**config.mk**
```make
export PLATFORM = sky130hd
export DESIGN_NAME = alu_seq_ctrl
export DESIGN_NICKNAME = d
export VERILOG_FILES = /design/src/rtl/alu_seq_ctrl.sv
export SDC_FILE = /design/constraint.sdc
export NUM_CORES = 1
export LEC_CHECK = 0
export ABC_CLOCK_PERIOD_IN_PS = 3000
export CORE_ASPECT_RATIO = 1.5
export CORE_MARGIN = 2
export CORE_UTILIZATION = 38
export CTS_BUF_LIST = sky130_fd_sc_hd__clkbuf_8
export DETAILED_ROUTE_END_ITERATION = 8
export GPL_ROUTABILITY_DRIVEN = 0
export GPL_TIMING_DRIVEN = 0
export PLACE_DENSITY_LB_ADDON = 0.2
export SYNTH_ARGS = -nofsm -noshare
export SYNTH_HDL_FRONTEND = slang
export SYNTH_SLANG_ARGS = --single-unit
export TNS_END_PERCENT = 5
```
**constraint.sdc**
```tcl
create_clock -name clk -period 3 [get_ports clk]
set_input_delay 0.45 -clock clk [delete_from_list [all_inputs] [get_ports clk]]
set_output_delay 0.45 -clock clk [all_outputs]
set_load 0.05 [all_outputs]
```
**src/rtl/alu_seq_ctrl.sv**
```systemverilog
// Multi-cycle ALU sequencer: accepts op/a/b over valid/ready, runs PASS, AND,
// SHL (one bit per cycle) or INC, then holds result and flags until taken.
// Ports: clk, rst (async, active-high)
//        in_valid/in_ready, op, a, b        -- request side
//        out_valid/out_ready, result, carry -- response side
//        zero, illegal, busy                -- status
module alu_seq_ctrl #(
    parameter int WIDTH = 20,
    parameter int SHW   = 5
) (
    input  logic             clk,
    input  logic             rst,
    input  logic             in_valid,
    output logic             in_ready,
    input  logic [3:0]       op,
    input  logic [WIDTH-1:0] a,
    input  logic [WIDTH-1:0] b,
    output logic             out_valid,
    input  logic             out_ready,
    output logic [WIDTH-1:0] result,
    output logic             carry,
    output logic             zero,
    output logic             illegal,
    output logic             busy
);

    localparam int CW = $clog2(WIDTH + 1);

    typedef enum logic [1:0] {
        IDLE = 2'd0,
        EXEC = 2'd1,
        DONE = 2'd2
    } state_t;

    state_t             state_q;
    logic [15:0]        op_q;
    logic [WIDTH-1:0]   a_q;
    logic [WIDTH-1:0]   b_q;
    logic [CW-1:0]      cnt_q;
    logic [WIDTH-1:0]   result_q;
    logic               carry_q;
    logic               zero_q;
    logic               illegal_q;
    logic               out_valid_q;
    logic               busy_q;

    logic [CW-1:0]      n_sat_d;
    logic [WIDTH-1:0]   res_d;
    logic               cy_d;
    logic               ill_d;
    logic               last_d;

    // Shift count clamps at WIDTH; anything longer shifts everything out.
    always_comb begin
        n_sat_d = CW'(b[SHW-1:0]);
        if (int'(b[SHW-1:0]) > WIDTH) begin
            n_sat_d = CW'(WIDTH);
        end
    end

    // One EXEC step. a_q is the working register for SHL.
    always_comb begin
        res_d  = '0;
        cy_d   = 1'b0;
        ill_d  = 1'b0;
        last_d = 1'b1;
        unique case (1'b1)
            op_q[0]: res_d = a_q;
            op_q[1]: res_d = a_q & b_q;
            op_q[2]: begin
                res_d = a_q;
                if (cnt_q != '0) begin
                    res_d = {a_q[WIDTH-2:0], 1'b0};
                    cy_d  = a_q[WIDTH-1];
                end
                // n = 0 still takes a single no-op step
                last_d = (cnt_q <= CW'(1));
            end
            op_q[3]: {cy_d, res_d} = {1'b0, a_q} + {{WIDTH{1'b0}}, 1'b1};
            default: ill_d = 1'b1;
        endcase
    end

    always_ff @(posedge clk or posedge rst) begin
        if (rst) begin
            state_q     <= IDLE;
            op_q        <= '0;
            a_q         <= '0;
            b_q         <= '0;
            cnt_q       <= '0;
            result_q    <= '0;
            carry_q     <= 1'b0;
            zero_q      <= 1'b0;
            illegal_q   <= 1'b0;
            out_valid_q <= 1'b0;
            busy_q      <= 1'b0;
        end else begin
            unique case (state_q)
                IDLE: begin
                    if (in_valid) begin
                        op_q    <= 16'(1) << op;
                        a_q     <= a;
                        b_q     <= b;
                        cnt_q   <= n_sat_d;
                        busy_q  <= 1'b1;
                        state_q <= EXEC;
                    end
                end
                EXEC: begin
                    if (op_q[2]) begin
                        a_q <= res_d;
                        if (cnt_q != '0) begin
                            cnt_q <= cnt_q - CW'(1);
                        end
                    end
                    if (last_d) begin
                        result_q    <= res_d;
                        carry_q     <= cy_d;
                        zero_q      <= (res_d == '0);
                        illegal_q   <= ill_d;
                        out_valid_q <= 1'b1;
                        state_q     <= DONE;
                    end
                end
                DONE: begin
                    if (out_ready) begin
                        out_valid_q <= 1'b0;
                        busy_q      <= 1'b0;
                        state_q     <= IDLE;
                    end
                end
                default: state_q <= IDLE;
            endcase
        end
    end

    assign in_ready  = (state_q == IDLE) && !rst;
    assign out_valid = out_valid_q;
    assign result    = result_q;
    assign carry     = carry_q;
    assign zero      = zero_q;
    assign illegal   = illegal_q;
    assign busy      = busy_q;

endmodule

```
* Word-level counts from Yosys, hierarchy flattened
Cells that the tools add are included.
** Operators by class
- $add $sub $neg :: 2
- $lt $le $gt $ge :: 2
- Equality and inequality tests :: 7
- Shifts and indexed selects :: 1
- Multiplexer cells :: 23
- Bitwise gates (word level) :: 1
- Reductions and logical operators :: 16
** Operators with widths (number)
- $pmux W20 S4 :: 1
- $mux W20 :: 3
- $pmux W20 S2 :: 1
- $add A20 B1 Y21 const B :: 1
- $and A20 B20 Y20 :: 1
- $logic_not A20 Y1 :: 1
- $mux W5 :: 4
- $reduce_and A3 Y1 :: 4
- $ne A2 B2 Y1 const B :: 5
- $pmux W5 S2 :: 1
- $mux W1 :: 6
- $mux W2 :: 3
- $pmux W1 S2 :: 3
- $pmux W2 S3 :: 1
- $reduce_bool A2 Y1 :: 3
- $gt A5 B5 Y1 const B :: 1
- $le A5 B1 Y1 const B :: 1
- $reduce_bool A5 Y1 :: 1
- $sub A5 B1 Y5 const B :: 1
- $reduce_and A2 Y1 :: 2
- $reduce_and A4 Y1 :: 1
- $reduce_or A4 Y1 :: 1
- $shl A1 B4 Y4 const A :: 1
- $eq A2 B1 Y1 const B :: 1
- other kinds (4) :: 4
** Word-level totals
- Flip-flop bits (word level) :: 76
- Bits of input ports :: 48
- Output and inout port bits :: 26
- Logic and storage cells :: 63

* Longest topological paths before layout
Gate-level depths: netlist of run 1.
- Depth in word-level cells :: 5
- Depth in mapped cells :: 10
- Depth with buffers taken out :: 9

* Worst setup path before layout of run 1
No wires, ideal clock.
- Path kind :: register to register
- Start :: register a_q[0]
- End :: register zero_q, in the netlist zero
- Library setup time :: 95 ps
- Data arrival time :: 2369 ps
- Data required time :: 2905 ps
- Slack :: 535 ps
- Cell stages (with the launch flop) :: 8
- Path buffers :: 0
- Clock period less this slack :: 2465 ps
- Cells stage by stage :: dfrtp_1 -> ha_1 -> nand4_1 -> nor4_1 -> mux2_2 -> a222oi_1 -> nand4_1 -> o31ai_1
** Between the ends
- Longest elaborated chain between the ends :: 3
- Elaborated cells between the ends (all ways) :: 5
- Those cells by class :: add/sub (1); mux (2); bitwise (1); reduce/logical (1)
** RTL lines
- from (decl) :: RTL line 37 : logic [WIDTH-1:0] a_q;
- from (signal assigned) :: RTL line 111 : a_q <= res_d;
- $add A20 B1 Y21 (tied with other cells) :: RTL line 79 : op_q[3]: {cy_d, res_d} = {1'b0, a_q} + {{WIDTH{1'b0}}, 1'b1};
- $pmux W20 S4 (*) :: RTL line 67 : unique case (1'b1)
- $logic_not A20 Y1 (*) :: RTL line 119 : zero_q <= (res_d == '0);
- to (signal assigned) :: RTL line 119
- to (decl) :: RTL line 42 : logic zero_q;
Every way passes the cells marked *; elsewhere a longest branch is shown, timed or not.
A chain may end at the register's enable or synchronous reset.

* Worst setup path after layout of run 1
Same ends and word-level chain as after synthesis.

==> results of run 1 <==
==> worst max-delay path, delay by kind of cell, from the launching register on <==
family / cells / cell delay, ns
and+or+nand+nor: 3 / 0.94
muxes: 1 / 0.37
adders and majority gates: 1 / 0.28
AOI/OAI and AO/OA: 2 / 0.51
DFF: 1 / 0.48
buffers and inverters: 1 / 0.19
==> cells in the final DEF, fill, tap and decap left out, types with 10 or more instances in the layout <==
cell type / Yosys / routed
o21ai_0: 43 / 43
clkdlybuf4s50_1: 0 / 73
clkbuf_1: 23 / 23
a21oi_1: 24 / 24
a221o_1: 10 / 10
mux2_2: 10 / 10
nor2_1: 30 / 30
dfrtp_1: 76 / 76
nand2_1: 122 / 122
==> kinds of logic (layout without fill, tap and decap cells) <==
kind of cell / Yosys count / in the layout / synth area share, %
muxes: 16 / 16 / 4.16
AOI/OAI and AO/OA: 126 / 126 / 20.3
buffers and inverters: 41 / 134 / 4.03
and+or+nand+nor: 202 / 202 / 22.0
DFF: 76 / 76 / 45.8
adders and majority gates: 4 / 4 / 1.20
xor gates and xnor gates: 12 / 12 / 2.53
==> path summary, 6_finish.rpt <==
check	startpoint	endpoint	slack, ns	cells past startpoint
max in group asynchronous	rst	b_q[6]$_DFFE_PP0P_	2.10	3
max	a_q[0]$_DFFE_PP0P_	zero$_DFFE_PP0P_	0.15	8
max reg2reg	a_q[0]$_DFFE_PP0P_	zero$_DFFE_PP0P_	0.15	8
min	rst	state_q[1]$_DFFE_PP0P_	0.32	2
min in group clk	result[15]$_DFFE_PP0P_	result[15]$_DFFE_PP0P_	0.48	2
min reg2reg	result[15]$_DFFE_PP0P_	result[15]$_DFFE_PP0P_	0.48	2
==> final cells by class <==
| type | count | area (um2) | area share [%] |
|---|---|---|---|
| well taps | 144 | 180 | 3.39 |
| clock inverters | 7 | 58.8 | 1.11 |
| plain buffers | 31 | 130 | 2.45 |
| repair buffers | 77 | 781 | 14.7 |
| multi-input cells | 360 | 2100 | 39.5 |
| inverters | 10 | 40.0 | 0.753 |
| flip-flops and latches | 76 | 1900 | 35.8 |
| clock buffers | 9 | 124 | 2.33 |
==> power breakdown <==
| part | total, mW | switching [mW] | internal, mW |
|---|---|---|---|
| sequential | 1.88 | 0.412 | 1.47 |
| clock | 0.743 | 0.432 | 0.311 |
| combinational | 2.58 | 1.65 | 0.929 |
==> metrics by stage <==
step	utilization, %	cells
6_report	50.2	714
5_1_grt	50.2	714
4_1_cts	49.9	711
3_5_place_dp	48.1	695
3_3_place_gp	47.8	694
2_1_floorplan	-	477
==> registers in the layout, indices dropped and copies added, names as in the netlist <==
register,flops
a_q,20
b_q,20
busy,1
carry,1
cnt_q,5
illegal,1
op_q,4
out_valid,1
result,20
state_q,2
zero,1
==> timing repair <==
| action | in CTS | in global routing |
|---|---|---|
| buffers inserted | 0 | 3 |
| pin swaps | 0 | 2 |
| resized for setup | 1 | 1 |
| setup endpoints to repair | 2 | 2 |
| hold buffers | 0 | 0 |
==> metal layers <==
metal / vias up / part of all wire [%] / global-route usage [%]
met5: - / 0 / 0
met2: 101 / 54 / 38.1
met4: 0 / 3.8 / 11.5
met3: 36 / 3.4 / 4.20
met1: 1905 / 39 / 25.2
li1: 1863 / - / -
==> run_results.csv, run 1 <==
group,metric,value,unit
logic_synthesis,synth.cell_area,4160,um2
timing,tightestPinTransition,0.812,ns
global_routing,grt_pass1_vias,3956,
floorplanning,fp.coreArea,10600,um2
layout,synthToLayoutAreaGrowth,27.9,%
global_routing,grt_pass1_wl,19.8,mm
floorplanning,die_x,89.4,um
logic_synthesis,synth.area.top_cells,"dfrtp_1, nand2_1, o21ai_0",
detailed_routing,post_drt_wl_per_cell,17.5,um
floorplanning,start_util,39.2,%
logic_synthesis,synth_ff_type,"dfrtp_1",
timing,slew_viol_final,0,
detailed_routing,route.vias.total,3905,
clocking,cts.sinks,76,
clocking,cts_tree,"built",
worst_setup_path,cp-start-kind,"flop",
timing,hold_viol,0,
logic_synthesis,synth_common_cells,"nand2_1, dfrtp_1, o21ai_0",
worst_setup_path,cpMostUsedCell,"nand4_1",
logic_synthesis,synth_top_area_cell,"dfrtp_1",
timing,fin_ws,0.145,ns
placement,pre_cts_slack,-0.127,ns
worst_setup_path,cpMaxStageDelayCell,"dfrtp_1",
clocking,numCtsBuffers,9,
logic_synthesis,avgSynthCellArea,8.71,um2
worst_setup_path,cp_max_fo,7,
detailed_routing,drc,0,
floorplanning,io_pins,74,
logic_synthesis,synth_seq_cells,76,
layout,diodes,0,
timing,min_period_over_period,95.2,%
logic_synthesis,synthDistinctLibCells,54,
clocking,clock-root-buffer,"clkbuf_8",
worst_setup_path,cp_data_required_time,3.28,ns
layout,drive_above_1_share,8.25,%
pwr,p_leak,2.35,nW
placement,place_hpwl,9.41,mm
worst_hold_path,min-delay-path-class,"in -> async",
pwr,power,5.21,mW
detailed_routing,ant_nets,0,
clocking,clk_latency,0.38,ns
layout,fill_cells,1076,
placement,placed_area,5100,um2
clocking,clk_path_buf_depth,2,
logic_synthesis,postSynthCellCount,477,
logic_synthesis,synthArstFlopShare,100,%
logic_synthesis,yosys_warnings,0,
logic_synthesis,syn-num-nets,529,
worst_setup_path,critPathCaptureType,"flop",
layout,fin_nets,617,
detailed_routing,first_pass_iters,5,
timing,fmax,350,MHz
floorplanning,row_count,46,
worst_setup_path,critPathMaxStageDelay,0.48,ns
worst_setup_path,cp_data_arrival_time,3.14,ns
global_routing,overflow,0,
worst_setup_path,crit_chain,"ha_1 -> nand4_1 -> nor4_4 -> mux2_2 -> a222oi_1 -> buf_4 -> nand4_1 -> o31ai_1",
layout,stdcell_area,5320,um2
floorplanning,die_h,132,um
logic_synthesis,synthMostInstantiatedCell,"nand2_1",
timing,finalHoldWorstSlack,0.324,ns
pwr,power_per_cell_area,980,nW/um2
placement,port_buffers,73,
floorplanning,die-area,11800,um2
global_routing,antenna_found_initial,0,
global_routing,grt_max_degree,73,
global_routing,grt_use_total,22.1,%
timing,slew_headroom,45.7,%
timing,tns,0,ns
logic_synthesis,yosysSeqAreaShare,45.8,%
logic_synthesis,synth_edf_count,0,
clocking,htree_levels,3,
detailed_routing,dr.first_iter.drc_count,260,
clocking,clkSlewWorstSetupHoldPaths,0.09,ns
timing,setup_viol,0,
pwr,vdd_ir_drop_max,0.393,mV
run_status,outcome,"finished clean",
worst_setup_path,critPathKind,"reg -> reg",
logic_synthesis,synth_top_area_share,45.8,%
timing,layout_min_cycle_time,2.85,ns
timing,clock_skew,0.0124,ns
detailed_routing,drt-vias-per-instance,5.47,
run,maxCapViolCount,0,
detailed_routing,routed_wl,12.5,mm
timing,grt_setup_unrepaired,"no",
No activity file was read; power rests on OpenSTA's default activity.
==> inputs of run 2 (changes only) <==
- SKIP_LAST_GASP: not set -> 1
==> results of run 2 <==
Same layout as run 1: the final DEF is identical, and so are final timing and power.
==> inputs of run 3 (changes only) <==
- CORE_UTILIZATION: 38 -> 50
==> run 3 against run 2 <==
Against the previous run:
- register-to-register slack better by 0.06 ns
- power is 2.7% lower
- core utilization is 15 points higher
- critical endpoint unchanged
- largest cell class unchanged
==> run_results.csv, run 3 (synthesis gave the netlist of run 1 again) <==
group,metric,value,unit
timing,layout_min_cycle_time,2.79,ns
detailed_routing,met3_length,593,um
pwr,power,5.07,mW
clocking,ctsHoldBuffers,0,
timing,tns,0,ns
worst_setup_path,crit_buf_inv,1,
floorplanning,die-area,9070,um2
layout,mostFrequentLayoutCells,"nand2_1, dfrtp_1, clkdlybuf4s50_1",
timing,grt_setup_unrepaired,"no",
timing,slew_headroom,53.7,%
placement,dp.cells,656,
global_routing,grt_max_degree,40,
timing,hold_viol,0,
detailed_routing,wl_met2,5.54,mm
clocking,clock-root-buffer,"clkbuf_8",
timing,clock_skew,0.00641,ns
worst_setup_path,cp-start-kind,"flop",
worst_hold_path,min-delay-path-class,"reg -> reg",
floorplanning,row_count,40,
layout,layout.cells.non_filler,673,
layout,drive_above_1_share,7.22,%
detailed_routing,ant_nets,0,
layout,fin_nets,615,
global_routing,antenna_found_initial,0,
detailed_routing,top_layer,"met4",
floorplanning,die_h,116,um
detailed_routing,drc,0,
clocking,clk_path_buf_depth,2,
floorplanning,fp.coreArea,8060,um2
clocking,htree_levels,3,
timing,fmax,358,MHz
worst_setup_path,cp_data_arrival_time,3.06,ns
timing,slew_viol_final,0,
detailed_routing,first_pass_iters,5,
pwr,power_per_cell_area,970,nW/um2
detailed_routing,wl_met1,4.69,mm
layout,synthToLayoutAreaGrowth,25.7,%
detailed_routing,routed_wl,11.2,mm
clocking,clkSlewWorstSetupHoldPaths,0.07,ns
clocking,clk_latency,0.36,ns
layout,diodes,0,
global_routing,overflow,0,
detailed_routing,post_drt_wl_per_cell,16.6,um
placement,place_hpwl,8.49,mm
detailed_routing,dr.first_iter.drc_count,368,
placement,port_buffers,73,
layout,fill_cells,737,
timing,min_period_over_period,93.1,%
worst_setup_path,cp_max_fo,6,
global_routing,grt_pass1_wl,18.2,mm
worst_setup_path,cp_data_required_time,3.26,ns
layout,stdcell_area,5230,um2
worst_setup_path,crit_chain,"inv_1 -> ha_1 -> nor4b_4 -> mux2_2 -> a222oi_1 -> and3_1 -> nand4_1 -> o31ai_1",
pwr,vdd_ir_drop_max,0.515,mV
floorplanning,io_pins,74,
global_routing,grt_use_total,25.8,%
worst_setup_path,critPathKind,"reg -> reg",
pwr,p_leak,2.35,nW
run,maxCapViolCount,0,
global_routing,grt_pass1_vias,3750,
timing,setup_viol,0,
clocking,numCtsBuffers,9,
timing,tightestPinTransition,0.694,ns
layout,final_common_cell,"nand2_1",
placement,placed_area,5040,um2
floorplanning,start_util,51.6,%
detailed_routing,route.vias.total,3896,
placement,pre_cts_slack,-0.0674,ns
run_status,outcome,"finished clean",
worst_setup_path,critPathMaxStageDelay,0.58,ns
worst_setup_path,crit_family,"compound AO/OA/AOI/OAI gates",
worst_setup_path,cpMaxStageDelayCell,"a222oi_1",
clocking,cts.sinks,76,
worst_setup_path,critPathCaptureType,"flop",
clocking,cts_tree,"built",
timing,fin_ws,0.208,ns
floorplanning,die_x,78.4,um
detailed_routing,drt-vias-per-instance,5.79,
[run 3: cell types whose count changed in the layout (fill, tap and decap cells not counted), sizes merged]
cell,previous run,this run
buf,12,10
clkinvlp,2,0
clkbuf,32,33
inv,13,14
[run 3: through the flow]
stage,util [%],hold WS (ns)
global placement,62.3,0.461
detailed placement,62.5,0.464
floorplan,-,0.446
finish,64.8,0.476
CTS,64.6,0.482
global route,64.8,0.510
[run 3: power breakdown]
part | total, mW | switching [mW] | internal, mW
Combinational | 2.52 | 1.61 | 0.914
Sequential | 1.88 | 0.408 | 1.47
Clock | 0.667 | 0.359 | 0.308
[run 3: tightest hold or removal path, delay by kind of cell (launching register included)]
family / cells / cell delay [ns]
flip-flops: 1 / 0.35
AND/OR/NAND/NOR: 2 / 0.10
[run 3: metal layers]
metal,global-route usage [%],up-vias
met2,42.9,151
met4,13.6,0
met3,4.52,33
li1,-,1859
met5,0,-
met1,32.1,1853
[run 3: timing repair]
| item | 4_1_cts | 5_1_grt |
|---|---|---|
| gates cloned | 0 | 0 |
| pin swaps | 0 | 1 |
| setup buffers | 0 | 1 |
| gates resized for setup | 1 | 1 |
| endpoints found under the setup margin | 2 | 2 |
[run 3: final timing paths]
path	to	from	slack, ns	cells past startpoint
setup / recovery	zero$_DFFE_PP0P_	cnt_q[0]$_DFFE_PP0P_	0.21	8
hold / removal	b_q[0]$_DFFE_PP0P_	b_q[0]$_DFFE_PP0P_	0.48	2
setup reg to reg	zero$_DFFE_PP0P_	cnt_q[0]$_DFFE_PP0P_	0.21	8
hold reg to reg	b_q[0]$_DFFE_PP0P_	b_q[0]$_DFFE_PP0P_	0.48	2
max in group asynchronous	b_q[18]$_DFFE_PP0P_	rst	1.93	3
min in group asynchronous	state_q[1]$_DFFE_PP0P_	rst	0.50	2
[run 3: area by class of cell]
class / instances / area (um2) / share of cell area (%)
well taps: 105 / 131 / 2.51
clock inverters: 6 / 25.0 / 0.479
plain buffers: 31 / 130 / 2.49
multi-input cells: 360 / 2100 / 40.2
repair buffers: 75 / 758 / 14.5
inverters: 10 / 40.0 / 0.766
flip-flops and latches: 76 / 1900 / 36.4
clock buffers: 10 / 138 / 2.63
